## src/rtl/booth_accumulator.sv

```systemverilog
// rtl/booth_accumulator.sv - frame accumulator for signed 8-bit multiplier products
//
// Purpose: sums acc_len signed products (0 means 16) into a signed ACC_WIDTH
// accumulator. Each product is captured on a rising edge of product_ready.
// The completed sum is held with sum_valid until sum_ack.
// Optional build macro: BOOTH_ACC_SAT_EN. When it is defined, an overflowing add
// saturates to the most positive or most negative value. When it is undefined,
// an overflowing add wraps. The overflow flag is set in both builds.
//
// Ports:
//   clock          rising-edge clock
//   reset_n        asynchronous active-low reset
//   product[7:0]   signed product, valid while product_ready is high
//   product_ready  ready level; its rising edge is a capture event
//   acc_len[3:0]   products per frame, latched at the first capture (0 = 16)
//   clear          synchronous frame abort, highest priority
//   sum_ack        consumer accepts the held sum
//   sum            accumulator value (all states)
//   sum_valid      frame complete, sum held
//   busy           frame in progress
//   overflow       sticky overflow flag for the current frame
//   overrun        one-cycle pulse when a product is dropped while a sum is held
module booth_accumulator #(
    parameter int ACC_WIDTH = 16
) (
    input  logic                 clock,
    input  logic                 reset_n,
    input  logic [7:0]           product,
    input  logic                 product_ready,
    input  logic [3:0]           acc_len,
    input  logic                 clear,
    input  logic                 sum_ack,
    output logic [ACC_WIDTH-1:0] sum,
    output logic                 sum_valid,
    output logic                 busy,
    output logic                 overflow,
    output logic                 overrun
);

    typedef enum logic [1:0] {
        IDLE  = 2'd0,
        ACCUM = 2'd1,
        DONE  = 2'd2
    } state_t;

    localparam logic [ACC_WIDTH-1:0] ACC_MAX = {1'b0, {(ACC_WIDTH-1){1'b1}}};
    localparam logic [ACC_WIDTH-1:0] ACC_MIN = {1'b1, {(ACC_WIDTH-1){1'b0}}};

    state_t                 state_q, state_d;
    logic                   rdy_q;
    logic [ACC_WIDTH-1:0]   acc_q, acc_d;
    logic [4:0]             cnt_q, cnt_d;
    logic [4:0]             len_q, len_d;
    logic                   overflow_q, overflow_d;
    logic                   overrun_q, overrun_d;

    logic                   capture;
    logic                   start;
    logic [4:0]             new_len;
    logic [ACC_WIDTH-1:0]   prod_ext;
    logic [ACC_WIDTH-1:0]   add_raw;
    logic                   add_ovf;
    logic [ACC_WIDTH-1:0]   add_res;

    // A held-high ready produces exactly one capture.
    assign capture  = product_ready & ~rdy_q;
    assign new_len  = (acc_len == 4'd0) ? 5'd16 : {1'b0, acc_len};
    assign prod_ext = {{(ACC_WIDTH-8){product[7]}}, product};
    assign add_raw  = acc_q + prod_ext;
    // Signed overflow: both operands share a sign and the result sign differs.
    assign add_ovf  = (acc_q[ACC_WIDTH-1] == prod_ext[ACC_WIDTH-1]) &&
                      (add_raw[ACC_WIDTH-1] != acc_q[ACC_WIDTH-1]);

`ifdef BOOTH_ACC_SAT_EN
    assign add_res  = add_ovf ? (acc_q[ACC_WIDTH-1] ? ACC_MIN : ACC_MAX) : add_raw;
`else
    assign add_res  = add_raw;
`endif

    always_comb begin
        state_d    = state_q;
        acc_d      = acc_q;
        cnt_d      = cnt_q;
        len_d      = len_q;
        overflow_d = overflow_q;
        overrun_d  = 1'b0;
        start      = 1'b0;

        if (clear) begin
            state_d    = IDLE;
            acc_d      = '0;
            cnt_d      = 5'd0;
            overflow_d = 1'b0;
        end else begin
            case (state_q)
                IDLE: begin
                    start = capture;
                end
                ACCUM: begin
                    if (capture) begin
                        acc_d      = add_res;
                        cnt_d      = cnt_q + 5'd1;
                        overflow_d = overflow_q | add_ovf;
                        if (cnt_q + 5'd1 == len_q) begin
                            state_d = DONE;
                        end
                    end
                end
                DONE: begin
                    if (sum_ack) begin
                        // An ack with a capture in the same cycle starts the next frame.
                        state_d = IDLE;
                        start   = capture;
                    end else if (capture) begin
                        overrun_d = 1'b1;
                    end
                end
                default: begin
                    state_d = IDLE;
                end
            endcase

            if (start) begin
                acc_d      = prod_ext;
                cnt_d      = 5'd1;
                len_d      = new_len;
                overflow_d = 1'b0;
                state_d    = (new_len == 5'd1) ? DONE : ACCUM;
            end
        end
    end

    always_ff @(posedge clock or negedge reset_n) begin
        if (!reset_n) begin
            state_q    <= IDLE;
            rdy_q      <= 1'b1;
            acc_q      <= '0;
            cnt_q      <= 5'd0;
            len_q      <= 5'd0;
            overflow_q <= 1'b0;
            overrun_q  <= 1'b0;
        end else begin
            state_q    <= state_d;
            rdy_q      <= product_ready;
            acc_q      <= acc_d;
            cnt_q      <= cnt_d;
            len_q      <= len_d;
            overflow_q <= overflow_d;
            overrun_q  <= overrun_d;
        end
    end

    assign sum       = acc_q;
    assign sum_valid = (state_q == DONE);
    assign busy      = (state_q == ACCUM);
    assign overflow  = overflow_q;
    assign overrun   = overrun_q;

endmodule

```

## config.mk

```make
export PLATFORM = sky130hd
export DESIGN_NAME = booth_accumulator
export DESIGN_NICKNAME = d
export VERILOG_FILES = /design/src/rtl/booth_accumulator.sv
export SDC_FILE = /design/constraint.sdc
export NUM_CORES = 1
export LEC_CHECK = 0
export ABC_AREA = 1
export CAP_MARGIN = 20
export CORE_MARGIN = 2
export CORE_UTILIZATION = 55
export DETAILED_ROUTE_END_ITERATION = 10
export GPL_TIMING_DRIVEN = 0
export PLACE_DENSITY = 0.92
export SETUP_SLACK_MARGIN = 0.2
export SYNTH_ARGS = -nofsm -noshare
export SYNTH_HDL_FRONTEND = slang
export SYNTH_SLANG_ARGS = --single-unit
```

## constraint.sdc

```tcl
create_clock -name clock -period 2.1 [get_ports clock]
set_clock_uncertainty 0.1 [all_clocks]
set_input_delay 0.315 -clock clock [delete_from_list [all_inputs] [get_ports clock]]
set_output_delay 0.315 -clock clock [all_outputs]
set_load 0.01 [all_outputs]
```

# Yosys cells after proc, flatten, opt, wreduce, memory -nomap -nowiden
# Cells that the tools add are included.
[totals]
regBits = 31
input_bits = 17
output_inout_bits = 20
word_cells = 58
[classes]
addsub = 2
n_eq_ne = 10
muxes = 27
bitwise_logic = 4
reduce_logical = 8
[ops]
columns = ["cell", "n"]
rows = [
  ["$mux 16", 4],
  ["$mux 5", 5],
  ["$add 16x16->16", 1],
  ["$mux 2", 6],
  ["$mux 1", 10],
  ["$ne 4x2->1 const B", 2],
  ["$pmux 2 s3", 1],
  ["$reduce_bool 3->1", 2],
  ["$add 5x1->5 const B", 1],
  ["$eq 5x1->1 const B", 1],
  ["$eq 5x5->1", 1],
  ["$logic_not 4->1", 1],
  ["$ne 4x3->1 const B", 1],
  ["$reduce_and 2->1", 2],
  ["$reduce_and 4->1", 1],
  ["$ne 3x3->1 const B", 1],
  ["$eq 2x1->1 const B", 1],
  ["$eq 2x2->1 const B", 1],
  ["$logic_not 2->1", 1],
  ["$not 1->1", 2],
  ["$pmux 1 s2", 1],
  ["$and 1x1->1", 1],
  ["$eq 1x1->1", 1],
  ["$logic_and 1x1->1", 1],
  ["2 further kinds", 2],
]

# Longest topological paths before layout
[depth]
word_depth = 8
depth_mapped = 12
mapped_depth_nobuf = 12

# Worst setup path after synthesis
# OpenSTA, ideal clock, no wires.
[synth_timing]
path_kind = "register -> register"
start = "register acc_q[0] (netlist: sum[0])"
end = "register acc_q[8] (netlist: sum[8])"
setup_ns = 0.123
arrival_time_ns = 1.600
required_ns = 1.877
slack_ns = 0.277
stages_incl_launch_ff = 12
path_buffers = 0
synth_period_minus_slack_ns = 1.823
path_cell_list = "dfrtp_1 -> ha_1 -> inv_1 -> fa_1 -> inv_1 -> nand3_1 -> nand3_1 -> a21oi_1 -> nand2_1 -> nand2_1 -> o21ai_0 -> nand2_1"
[synth_via]
elab_chain_len = 5
[synth_lines]
columns = ["item", "line", "text"]
rows = [
  ["start: declaration", "51", "logic [ACC_WIDTH-1:0] acc_q, acc_d;"],
  ["start signal: assignment", "137", "acc_q <= '0;"],
  ["start signal: assignment", "145", "acc_q <= acc_d;"],
  ["$add 16x16->16", "69", "assign add_raw = acc_q + prod_ext;"],
  ["$mux 16", "100", "if (capture) begin"],
  ["$mux 16", "95", "case (state_q)"],
  ["$mux 16", "123", "if (start) begin"],
  ["$mux 16", "89", "if (clear) begin"],
]
# No other way between the ends. The select of a mux whose other input is x is not followed.
# A chain may end at the register's enable or synchronous reset.

# Final worst setup path
[layout_timing]
start = "register acc_q[5] (netlist: sum[5])"
end = "register acc_q[6] (netlist: sum[6])"
# Same word-level chain as after synthesis.

==> results.md <==
- Status: complete, but fails checks
- Failing checks: negative hold slack
- CP Capture Type: flip-flop
- Pre-CTS WS: -0.508 ns
- Seq/Total Area, Yosys: 31.8%
- Largest net degree at the start of global routing: 32
- Root buf cell: clkbuf_8
- Simple-Gate Fraction of Synth Area: around 36%
- TritonCTS Buffers: 5
- IO Count: 37
- Post-Syn Instances: 369
- # fillers: 330
- Final #Nets: 452
- Reg2Reg Setup Slack: 0.23 ns
- Post-synthesis mux area share: less than 1%
- Gpl congestion: roughly 0.85
- Synth Area in Compound Gates: 9.57%
- Startpoint types: flip-flop
- Worst-path fanout max: 4
- Setup_tns: 0 ns
- First-pass GRT wire length: 10400 µm
- Cts-stage hold buffer count: 0
- Pins Over Slew Limit: 0
- R2R depth: 8
- Total vias in the final route: 2567
- Max cap viols: 0
- RSZ-0062 raised after global routing: yes
- Top cells by area, synth: dfrtp_1 31%, nand2_1 21%, inv_1 8.3%, ha_1 8.2%, nand3_1 5.9%
- Total global-route track usage: 25.9%
- Xor/xnor share of the synthesized area: 2.87%
- Pwr dens: between 800 and 900 nW/µm²
- DR pass1 iterations: 4
- Critical Path AT: 1.96 ns
- Pleak: ~1.7 nW
- Fin crit period: roughly 1.9 ns
- Initial antenna violation count: 0
- Clock Tree Buf Depth: 2
- Ant. Diodes: 0
- Largest family of logic cells by synthesized area: simple AND/OR/NAND/NOR gates
- Maximum vdd drop: 0.000433 V
- Synth top area share: 30.7%
- Final ANT Viol Nets: 0
- Fin. Hold Viols: 30
- Area grow syn2layout: 32.4%
- CTS tree: done
- Clk slew on worst S/H paths: 0.08 ns
- Clk sink count: 31
- Mapped Area: 2440 µm²
- Die height: 70.7 µm
- Core area: 4320 µm²
- Slew HR: 52.0%
- Adder-Cell Fraction of Synth Area: 9.01%
- Crit Path Category: reg -> reg
- Die area: 4990 µm²
- Initial core utilization: a little under three fifths
- Yosys top cell by area: dfrtp_1
- Syn_area_per_cell: 6.63 µm²
- Vias in the first global route: 2369
- Vias per Instance: 5.45
- Least-Margin Pin Slew: 0.720 ns
- Total wire length: 6530 µm
- Share of cells above drive strength 1: between 15 and 20%
- DRC: 0
- Synthesized Nets: approximately 400
- FF+latch count, synth: 31
- Setup-failing EPs final: 0
- Crit Reg-Reg Endpoint: sum[6]
- Die X: slightly above 70 µm
- H-tree depth: 2
- Final hold slack: -0.0350 ns
- IO Port Bufs: 36
- Total power: 2.72 mW
- Synth cell types: 34
- Overflow after GRT: 0
- Max Fclk: 535 MHz
- WL per Instance: 13.9 µm
- Fin crit share: between 80% and 90%
- Clock latency on the worst-skew pair: 0.30 ns
- Post-DP HPWL: 4400 µm
- Setup ws final: 0.232 ns
- Yosys warns: 0
- Rows: 24
- First-iteration detailed-routing DRC count: 186
- Hold Crit Class: in -> async
- Reg-to-reg critical path startpoint: sum[5]
- CP required: around 2.2 ns
cell families after synthesis:
kind of cell,count (synthesis)
simple gates,206
buf+inv,62
compound gates,44
flops,31
fa+ha+maj,17
xor+xnor,8
mux,1
area by class of cell:
| type | instances | area (µm²) | area share (%) |
|---|---|---|---|
| plain buffers | 4 | 28.8 | 0.889 |
| clock buffers | 6 | 82.6 | 2.55 |
| multi-input cells | 276 | 1620 | 50.0 |
| inverters | 58 | 218 | 6.72 |
| repair buffers | 42 | 412 | 12.7 |
| clock inverters | 2 | 35.0 | 1.08 |
| flip-flops and latches | 31 | 777 | 24.0 |
| well taps | 52 | 65.1 | 2.01 |
cell usage after synthesis:
library cell and n:
nor2_2 3, nor3_1 3, fa_1 1, o21bai_1 1
buf_6 1, nor2_8 1, buf_4 1, o21ai_0 13
a31oi_1 4, nand4_1 2, a21oi_1 21, nor2_1 23
a22oi_1 2, and2_1 1, buf_2 2, inv_1 54
dfrtp_1 30, nand2_8 1, nand2_2 1, ha_1 16
nand2_4 1, xor2_1 4, o21ai_1 2, or2_2 1
or2_0 1, dfstp_2 1, nor2_4 1, nand2_1 137
o22ai_1 1, inv_2 4, nand3_1 29, mux2i_1 1
nand3b_1 1, xnor2_1 4
worst max-delay path, cell delays in order (launching register included):
cell	delay, ns
dfrtp_1	0.42
ha_4	0.25
nand2_1	0.10
inv_1	0.07
a21oi_2	0.15
nand2_2	0.12
or2_2	0.30
a31oi_1	0.19
nor2_1	0.06
report_power, final:
part	switching, mW	total [mW]	internal [mW]
Clock	0.258	0.642	0.384
Combinational	0.699	1.28	0.580
Sequential	0.103	0.798	0.695
sequential cells by signal, summed over array words and instances, names as in the netlist:
| signal | count |
|---|---|
| overrun | 1 |
| len_q | 5 |
| sum | 16 |
| rdy_q | 1 |
| cnt_q | 5 |
| state_q | 2 |
| overflow | 1 |
per-stage QoR:
stage | cell area [µm²] | utilization, % | hold slack, ns | std cells
final | 3240 | 74.9 | -0.0350 | 471
after global routing | 3240 | 74.9 | 0.0235 | 471
after CTS | 3070 | 71.0 | 0.000663 | 467
after detailed placement | 2870 | 66.3 | 0.317 | 457
after global placement | 2870 | 66.4 | 0.377 | 457
after floorplan | 2440 | - | -0.0806 | 369
cell usage in the layout (no fill, tap or decap), drive strengths merged, types with 4 or more instances in the layout:
cell	synthesis	final
nand3	29	29
clkbuf	0	6
xnor2	4	4
o21ai	15	15
buf	4	12
clkdlybuf4s50	0	26
a21oi	21	21
ha	16	16
dfrtp	30	30
a31oi	4	4
nor2	28	28
xor2	4	4
nand2	140	140
dlymetal6s2s	0	7
inv	58	58
worst max path at each step:
stage / start / to / cells past startpoint / slack [ns]
3_5_place_dp: product[7] / sum[15] / 12 / -0.51
6_report: sum[5] / sum[6] / 8 / 0.23
5_1_grt: sum[0] / sum[8] / 11 / 0.13
4_1_cts: product[5] / sum[6] / 9 / 0.20
2_1_floorplan: sum[0] / sum[8] / 11 / 0.28
3_3_place_gp: product[7] / sum[15] / 12 / -0.47
what timing repair did:
item | in CTS | in global routing
pin swaps | 2 | 10
buffers inserted | 2 | 4
setup endpoints to repair | 12 | 12
gates resized for setup | 18 | 33
metal layers:
layer  global-route usage, %  share of wire, %  up-vias
li1                        -                 -     1273
met1                    31.6                41     1193
met2                    45.1                51       82
met3                    4.42               5.9       19
met4                    11.3               2.5        0
met5                       0                 0        -
Note: power is estimated with default switching activity, not from simulation.
